## config.mk

```make
export PLATFORM = sky130hd
export DESIGN_NAME = burst_proc_fsm
export DESIGN_NICKNAME = d
export VERILOG_FILES = /design/src/rtl/burst_fsm_pkg.sv /design/src/rtl/burst_timeout_cnt.sv /design/src/rtl/burst_proc_fsm.sv
export SDC_FILE = /design/constraint.sdc
export NUM_CORES = 1
export LEC_CHECK = 0
export CAP_MARGIN = 40
export CORE_MARGIN = 2
export CORE_UTILIZATION = 67
export DETAILED_ROUTE_END_ITERATION = 10
export DONT_BUFFER_PORTS = 1
export PLACE_DENSITY = 0.93
export SLEW_MARGIN = 15
export SYNTH_ARGS = -nofsm -noshare
export SYNTH_HDL_FRONTEND = slang
export SYNTH_SLANG_ARGS = --single-unit
```

## constraint.sdc

```tcl
create_clock -name clk -period 4.55 [get_ports clk]
set_input_delay 0.455 -clock clk [delete_from_list [all_inputs] [get_ports clk]]
set_output_delay 0.455 -clock clk [all_outputs]
set_load 0.02 [all_outputs]
```

## src/rtl/burst_fsm_pkg.sv

```systemverilog
// Shared encodings for the burst sequencer: state values, error codes, count width helper.
// Pure declarations; no latency or flow control of its own.
package burst_fsm_pkg;

    typedef enum logic [2:0] {
        S_IDLE     = 3'd0,
        S_START    = 3'd1,
        S_PROCESS  = 3'd2,
        S_COMPLETE = 3'd3,
        S_ERROR    = 3'd4
    } state_e;

    localparam logic [1:0] ERR_NONE    = 2'b00;
    localparam logic [1:0] ERR_ZERO    = 2'b01;
    localparam logic [1:0] ERR_TIMEOUT = 2'b10;
    localparam logic [1:0] ERR_ABORT   = 2'b11;

    function automatic int cnt_w(input int max_beats);
        return $clog2(max_beats + 1);
    endfunction

endpackage

```

## src/rtl/burst_timeout_cnt.sv

```systemverilog
// Idle timer: counts enabled cycles; expired flags the cycle whose count reaches TIMEOUT.
// Zero latency on expired (combinational from count and enable); no backpressure.
module burst_timeout_cnt #(
    parameter int TIMEOUT = 15
) (
    input  logic clk,
    input  logic reset_n,
    input  logic clear,
    input  logic en,
    output logic expired
);

    localparam int TW = (TIMEOUT < 2) ? 1 : $clog2(TIMEOUT);

    logic [TW-1:0] cnt_q, cnt_d;

    // Holding TIMEOUT-1 is enough: the enabled cycle at that count is the TIMEOUT-th one.
    assign expired = en && !clear && (cnt_q == TW'(TIMEOUT - 1));

    always_comb begin
        cnt_d = cnt_q;
        if (clear || expired) begin
            cnt_d = '0;
        end else if (en) begin
            cnt_d = cnt_q + TW'(1);
        end
    end

    always_ff @(posedge clk or negedge reset_n) begin
        if (!reset_n) begin
            cnt_q <= '0;
        end else begin
            cnt_q <= cnt_d;
        end
    end

endmodule

```

## src/rtl/burst_proc_fsm.sv

```systemverilog
// Burst controller: start -> START -> PROCESS accumulating beats -> done/error pulse; Moore outputs.
// Done arrives the cycle after the last beat; upstream is stalled by data_ready outside PROCESS.
module burst_proc_fsm
    import burst_fsm_pkg::*;
#(
    parameter int DATA_W    = 8,
    parameter int MAX_BEATS = 16,
    parameter int TIMEOUT   = 15,
    localparam int CNT_W    = cnt_w(MAX_BEATS)
) (
    input  logic              clk,
    input  logic              reset_n,
    input  logic              start,
    input  logic [CNT_W-1:0]  beats,
    input  logic              abort,
    input  logic              data_valid,
    input  logic [DATA_W-1:0] data_in,
    output logic              data_ready,
    output logic              ready,
    output logic              processing,
    output logic              done,
    output logic              error,
    output logic [1:0]        err_code,
    output logic [CNT_W-1:0]  beat_cnt,
    output logic [DATA_W-1:0] data_out
);

    localparam logic [CNT_W-1:0] ONE_BEAT = CNT_W'(1);

    state_e              state_q, state_d;
    logic [CNT_W-1:0]    beats_q, beats_d;
    logic [CNT_W-1:0]    beat_cnt_q, beat_cnt_d;
    logic [DATA_W-1:0]   acc_q, acc_d;
    logic [DATA_W-1:0]   data_out_q, data_out_d;
    logic [1:0]          err_code_q, err_code_d;

    logic                in_process;
    logic                accept;
    logic [DATA_W-1:0]   acc_sum;
    logic                tmo_clear;
    logic                tmo_en;
    logic                tmo_expired;

    assign in_process = (state_q == S_PROCESS);
    // Abort wins over a beat presented in the same cycle, so that beat is never counted.
    assign accept     = in_process && data_valid && !abort;
    assign acc_sum    = acc_q + data_in;
    assign tmo_clear  = !in_process || accept;
    assign tmo_en     = in_process && !accept && !abort;

    burst_timeout_cnt #(
        .TIMEOUT (TIMEOUT)
    ) u_timeout (
        .clk     (clk),
        .reset_n (reset_n),
        .clear   (tmo_clear),
        .en      (tmo_en),
        .expired (tmo_expired)
    );

    always_comb begin
        state_d    = state_q;
        beats_d    = beats_q;
        beat_cnt_d = beat_cnt_q;
        acc_d      = acc_q;
        data_out_d = data_out_q;
        err_code_d = err_code_q;
        case (state_q)
            S_IDLE: begin
                if (start) begin
                    beats_d    = beats;
                    beat_cnt_d = '0;
                    acc_d      = '0;
                    data_out_d = '0;
                    err_code_d = ERR_NONE;
                    state_d    = S_START;
                end
            end
            S_START: begin
                if (abort) begin
                    err_code_d = ERR_ABORT;
                    state_d    = S_ERROR;
                end else if (beats_q == '0) begin
                    err_code_d = ERR_ZERO;
                    state_d    = S_ERROR;
                end else begin
                    state_d    = S_PROCESS;
                end
            end
            S_PROCESS: begin
                if (abort) begin
                    err_code_d = ERR_ABORT;
                    state_d    = S_ERROR;
                end else if (accept) begin
                    acc_d      = acc_sum;
                    beat_cnt_d = beat_cnt_q + ONE_BEAT;
                    if ((beat_cnt_q + ONE_BEAT) == beats_q) begin
                        data_out_d = acc_sum;
                        state_d    = S_COMPLETE;
                    end
                end else if (tmo_expired) begin
                    err_code_d = ERR_TIMEOUT;
                    state_d    = S_ERROR;
                end
            end
            S_COMPLETE: state_d = S_IDLE;
            S_ERROR:    state_d = S_IDLE;
            default:    state_d = S_IDLE;
        endcase
    end

    always_ff @(posedge clk or negedge reset_n) begin
        if (!reset_n) begin
            state_q    <= S_IDLE;
            beats_q    <= '0;
            beat_cnt_q <= '0;
            acc_q      <= '0;
            data_out_q <= '0;
            err_code_q <= ERR_NONE;
        end else begin
            state_q    <= state_d;
            beats_q    <= beats_d;
            beat_cnt_q <= beat_cnt_d;
            acc_q      <= acc_d;
            data_out_q <= data_out_d;
            err_code_q <= err_code_d;
        end
    end

    assign ready      = (state_q == S_IDLE);
    assign processing = (state_q == S_START) || in_process;
    assign data_ready = in_process;
    assign done       = (state_q == S_COMPLETE);
    assign error      = (state_q == S_ERROR);
    assign err_code   = err_code_q;
    assign beat_cnt   = beat_cnt_q;
    assign data_out   = data_out_q;

endmodule

```

==> results of run 1 <==
[what timing repair did]
action	in CTS	in global routing
hold endpoints to repair	35	0
hold buffers	2	0
endpoints found under the setup margin	0	0
[worst paths after layout]
check	from	cells after the start	end	slack, ns
max	state_q[1]	5	beat_cnt[2]	1.82
min	beats[2]	1	beats_q[2]	0.25
max reg2reg	state_q[1]	5	beat_cnt[2]	1.82
min reg2reg	acc_q[2]	2	acc_q[2]	0.51
max in group asynchronous	reset_n	2	acc_q[2]	3.83
min in group asynchronous	reset_n	2	u_timeout.cnt_q[3]	0.55
[cells in the mapped netlist, types with 2 or more instances]
cell type	count	area [µm²]
nor3b_1	2	15.0
nor2b_1	2	12.5
nand3_1	6	30.0
nor2_1	9	33.8
a221oi_1	2	17.5
mux2_2	5	56.3
ha_1	10	125
buf_6	2	22.5
dfrtp_1	35	876
nand2_1	31	116
mux2i_1	10	100
a21oi_1	12	60.1
nor3_1	4	20.0
clkbuf_1	3	11.3
o21ai_0	18	90.1
o21a_1	2	15.0
buf_2	2	10.0
o21bai_1	2	15.0
nand2b_1	2	12.5
xnor2_1	6	52.6
xor2_1	6	52.6
inv_1	6	22.5
a21o_1	2	15.0
[routing by layer]
metal / track usage [%] / part of all wire, % / vias to the layer above
met3: 11.2 / 5.5 / 9
li1: - / - / 704
met4: 9.63 / 1.8 / 0
met1: 30.7 / 40 / 701
met2: 43.5 / 52 / 42
met5: 0 / 0 / -
[sequential cells by signal, indices dropped and copies added, names as in the netlist]
name and cells:
data_out 8, acc_q 8, u_timeout.cnt_q 4, state_q 3, err_code 2, beat_cnt 5
beats_q 5
[cell type report]
| type | count | area share (%) |
|---|---|---|
| inverters | 7 | 1.33 |
| clock buffers | 5 | 1.82 |
| repair buffers | 3 | 1.82 |
| well taps | 31 | 1.88 |
| clock inverters | 3 | 0.970 |
| multi-input cells | 150 | 49.7 |
| flip-flops and latches | 35 | 42.4 |
[worst register-to-register path, stage by stage (launching register included)]
cell     delay (ns)
dfrtp_1        0.49
nor3_1         0.75
nand2_1        0.54
and2_1         0.49
o21ai_0        0.23
o21ai_0        0.11
[stage by stage]
stage	std cells	setup WS [ns]	area [µm²]
floorplan	199	2.44	1970
CTS	234	1.82	2060
global route	234	1.53	2060
finish	234	1.82	2060
detailed placement	224	1.84	1980
global placement	223	2.00	1970
[power groups by stage]
stage	Clock (mW)	Sequential, mW	Combinational, mW
global placement	0	0.471	0.399
CTS	0.171	0.473	0.437
detailed placement	0	0.479	0.426
global route	0.186	0.483	0.486
finish	0.167	0.475	0.437
floorplan	0	0.458	0.370
[cell families (layout without fill, tap and decap cells)]
family	count (synthesis)	in the layout	synth area share [%]
simple gates	67	67	16.7
compound gates	45	45	14.6
flops	35	35	44.4
mux	15	15	7.93
buf+inv	14	18	3.61
xor+xnor	12	12	5.33
fa+ha+maj	11	11	7.36
==> summary.txt, run 1 <==
Die
  – Die W: 58.3 µm
  – Die area: 3390 µm²
  – Core box area: 2780 µm²
  – DIE HEIGHT: 58.3 µm
  – I/O pins: 38
  – Standard-cell rows: 19
  – Initial Util: 70.9%

Timing
  – WHS: 0.249 ns
  – Maximum clock frequency: 367 MHz
  – Fin. Hold Viols: 0
  – Fin Setup TNS: 0 ns
  – Final setup vio count: 0
  – Unrepaired setup endpoints after global routing: false
  – Final Max Tran Viols: 0
  – Max_slew headroom: 42.2%
  – Post-layout min period: 2.73 ns
  – Clock skew: 0.00575 ns
  – Final Cycle Share: 59.9%
  – Least-Margin Pin Slew: 0.861 ns

Synth
  – Avg Synthesized Cell Area: 9.92 µm²
  – FFs w/ async S/R, synth: 100%
  – Post-Syn Area: 1970 µm²
  – Sequential share of the synthesized area: 44.4%
  – Dominant synthesized flop cell: dfrtp_1
  – Syn_nets: 228
  – Post-synth EDFFs: 0
  – Yosys cell types: 43
  – Synth Instances: 199
  – Number of synthesized register bits: 35
  – YS warnings: 0

Power and ir drop
  – Sw Share: 42.5%
  – Pwr dens: 523 nW/µm²
  – Sw power: 0.459 mW
  – P_int: 0.620 mW
  – Seq pwr share: 44.0%
  – Final Total Pwr: 1.08 mW
  – Clock power share: 15.5%
  – Leakage: 0.978 nW
  – Maximum VDD drop: 0.468 mV
  – Logic pwr share: 40.5%

Worst hold path
  – Worst hold path class: input pin to flop

GRT
  – GRT Total Usage: 26.4%
  – Initial antenna violation count: 0
  – Number of global-route vias before repair: 1425
  – Grt ovf: 0
  – First-pass GRT wire length: 6.57 mm
  – Pin count of the biggest net entering global routing: 36

Place
  – GPL Wtd Cong: 0.827
  – I/O Buffers: 0
  – Dpl hpwl: 2.95 mm

Setup path
  – CP most frequent cell: o21ai_0
  – Slowest cell delay on critical path: 0.75 ns
  – Critical Path, Cell by Cell: nor3_1 -> nand2_1 -> and2_1 -> o21ai_0 -> o21ai_0
  – WP buf/inv: 0
  – Worst setup SP type: flop
  – Kind of critical path: flop to flop
  – Worst-path maximum fanout: 19
  – Required @ worst endpoint: 4.78 ns
  – Slowest CP cell: nor3_1
  – Critical path endpoint category: flop
  – CP delay by family, top: simple AND/OR/NAND/NOR gates
  – Critical Path AT: 2.96 ns

Detailed routing
  – DRC: 0
  – Final WL: 3.90 mm
  – Avg WL per Cell: 16.7 µm
  – Detailed-router iteration count before antenna repair: 4
  – Via count: 1456
  – Antenna Nets Post-Route: 0
  – Via-to-Cell Ratio: 6.22
  – DRT iter0 DRCs: 72

Run
  – Max-cap violations: 0

Cells and area
  – Share of cells above drive strength 1: 10.8%
  – Number of diodes: 0
  – Area of the multi-input gates: 1030 µm²
  – Most frequent cells in the layout: 35 x dfrtp_1, 31 x nand2_1, 18 x o21ai_0
  – Fillers: 189
  – Nets@finish: 231
  – Leading cell type in the layout, fill and taps excluded: dfrtp_1
  – Area Overhead vs Synth: 4.57%
  – Final Core Density: 74.2%
  – Sequential cell area: 876 µm²

Clock tree
  – Setup bufs post-CTS: 0
  – H-tree levels: 2
  – Num CTS Buffers: 5
  – Clk slew on worst S/H paths: 0.11 ns
  – CTS Root Cell: clkbuf_4
  – CTS tree: done
  – Latest clock arrival within the worst-skew pair: 0.35 ns
  – CTS Sinks: 35
  – Clk buf depth: 2
  – Cts repair resizes: 0

Run status
  – Status: finished, final reports clean
No activity file was read; power rests on OpenSTA's default activity.
==> run 2, diff against run 1 <==
--- a/config.mk
+++ b/config.mk
@@ -7,10 +7,10 @@
 export LEC_CHECK = 0
 export CAP_MARGIN = 40
 export CORE_MARGIN = 2
-export CORE_UTILIZATION = 67
+export CORE_UTILIZATION = 62
 export DETAILED_ROUTE_END_ITERATION = 10
 export DONT_BUFFER_PORTS = 1
-export PLACE_DENSITY = 0.93
+export PLACE_DENSITY = 0.88
 export SLEW_MARGIN = 15
 export SYNTH_ARGS = -nofsm -noshare
 export SYNTH_HDL_FRONTEND = slang
==> constraint.sdc (replaced) <==
create_clock -name clk -period 2.7 [get_ports clk]
set_input_delay 0.27 -clock clk [delete_from_list [all_inputs] [get_ports clk]]
set_output_delay 0.27 -clock clk [all_outputs]
set_load 0.02 [all_outputs]
==> run 2 against run 1 <==
  * Clock power rose by 140%
  * Critical endpoint is now data_out[3]
  * Die area is 7.5% higher
  * Setup slack worse by 1.4 ns
  * Clock-buffer cell count up 1
  * Sequential share of layout area decreased by 1.2 points
  * Worst hold slack worse by 0.19 ns
  * Highest routed layer unchanged
  * Sequential power is 69% higher
==> summary.txt, run 2 (synthesis gave the netlist of run 1 again) <==
Die
  – Core box area: 3030 µm²
  – Die W: 60.4 µm
  – DIE HEIGHT: 60.4 µm
  – I/O pins: 38
  – Initial Util: 65.2%
  – Die area: 3650 µm²
  – Standard-cell rows: 20

Timing
  – Fin Setup TNS: 0 ns
  – Final Cycle Share: 83.2%
  – Fin. Hold Viols: 0
  – Unrepaired setup endpoints after global routing: false
  – Final Max Tran Viols: 0
  – WHS: 0.0642 ns
  – Least-Margin Pin Slew: 0.663 ns
  – Final setup vio count: 0
  – Post-layout min period: 2.25 ns
  – Maximum clock frequency: 445 MHz
  – Clock skew: 0.0145 ns
  – Max_slew headroom: 55.7%

Clock tree
  – Clk buf depth: 2
  – CTS tree: done
  – Latest clock arrival within the worst-skew pair: 0.35 ns
  – Setup bufs post-CTS: 0
  – Num CTS Buffers: 5
  – CTS Root Cell: clkbuf_4
  – H-tree levels: 2
  – Clk slew on worst S/H paths: 0.12 ns
  – CTS Sinks: 35

Setup path
  – Worst setup SP type: flop
  – Kind of critical path: flop to flop
  – WP buf/inv: 2
  – Slowest CP cell: dfrtp_1
  – Critical path endpoint category: flop
  – CP delay by family, top: simple AND/OR/NAND/NOR gates
  – Critical Path, Cell by Cell: nor2_1 -> nand2_2 -> clkinv_2 -> nand3b_2 -> nor4_2 -> o211ai_1 -> buf_4 -> mux2i_1
  – Slowest cell delay on critical path: 0.50 ns
  – Critical Path AT: 2.50 ns
  – Worst-path maximum fanout: 12
  – Required @ worst endpoint: 2.96 ns

Cells and area
  – Final Core Density: 70.1%
  – Share of cells above drive strength 1: 11.7%
  – Area Overhead vs Synth: 7.61%
  – Final cell count without fillers: 249
  – Nets@finish: 233
  – Leading cell type in the layout, fill and taps excluded: dfrtp_1
  – Number of diodes: 0
  – Most frequent cells in the layout: 35 x dfrtp_1, 31 x nand2_1, 18 x o21ai_0

GRT
  – GRT Total Usage: 26.0%
  – Grt ovf: 0
  – Pin count of the biggest net entering global routing: 36
  – First-pass GRT wire length: 6.93 mm
  – Number of global-route vias before repair: 1491
  – Initial antenna violation count: 0

Detailed routing
  – Final WL: 4.30 mm
  – DRC: 0
  – Via count: 1482
  – Via-to-Cell Ratio: 5.95
  – Avg WL per Cell: 17.2 µm
  – Antenna Nets Post-Route: 0
  – DRT iter0 DRCs: 117
  – Detailed-router iteration count before antenna repair: 4

Place
  – Dpl hpwl: 3.06 mm
  – GPL Wtd Cong: 0.838
  – Cell count after placement: 239
  – I/O Buffers: 0

Power and ir drop
  – P_int: 1.19 mW
  – Sw Share: 40.1%
  – Clock power share: 20.4%
  – Seq pwr share: 40.7%
  – Maximum VDD drop: 0.464 mV
  – Pwr dens: 932 nW/µm²
  – Sw power: 0.793 mW
  – Leakage: 1.01 nW
  – Logic pwr share: 38.9%

Worst hold path
  – Worst hold path class: input pin to flop

Run status
  – Status: finished, final reports clean

Run
  – Max-cap violations: 0
[run 2: layout make-up]
type	instances	area (µm²)
multi-input combinational	150	1030
fill	219	905
sequential	35	876
tap	44	55.1
timing repair buffer	5	52.6
clock buffer	6	51.3
clock inverter	2	35.0
inverter	7	27.5
[run 2: through the flow]
stage / power [mW] / setup slack, ns / instance area (µm²)
floorplan: 1.40 / 0.593 / 1970
global placement: 1.51 / 0.684 / 2010
detailed placement: 1.56 / 0.518 / 2010
CTS: 1.98 / 0.479 / 2120
global route: 2.10 / 0.236 / 2120
finish: 1.98 / 0.455 / 2120
[run 2: worst paths after layout]
| kind | from | to | slack (ns) | cells after the start |
|---|---|---|---|---|
| min in group asynchronous | reset_n | u_timeout.cnt_q[2] | 0.35 | 2 |
| max in group asynchronous | reset_n | beats_q[3] | 2.15 | 2 |
| max | state_q[0] | data_out[3] | 0.45 | 8 |
| min reg2reg | acc_q[0] | acc_q[0] | 0.53 | 2 |
| min | beats[1] | beats_q[1] | 0.06 | 1 |
| max reg2reg | state_q[0] | data_out[3] | 0.45 | 8 |
[run 2: power by group through the flow]
stage / Clock, mW / Combinational [mW] / Sequential [mW]
3_5_place_dp: 0 / 0.752 / 0.809
4_1_cts: 0.403 / 0.772 / 0.801
3_3_place_gp: 0 / 0.710 / 0.801
5_1_grt: 0.424 / 0.853 / 0.822
6_report: 0.403 / 0.770 / 0.805
2_1_floorplan: 0 / 0.624 / 0.772
[run 2: routing by layer]
| layer | vias to the layer above | track usage [%] | routed length [µm] |
|---|---|---|---|
| met4 | 0 | 11.5 | 48 |
| met2 | 47 | 44.7 | 2240 |
| met3 | 5 | 6.40 | 245 |
| li1 | 707 | - | - |
| met1 | 723 | 31.2 | 1760 |
| met5 | - | 0 | 0 |
[run 2: what timing repair did]
| item | in CTS | in global routing |
|---|---|---|
| hold buffers | 2 | 0 |
| endpoints found under the hold margin | 35 | 0 |
| gates resized for setup | 0 | 0 |
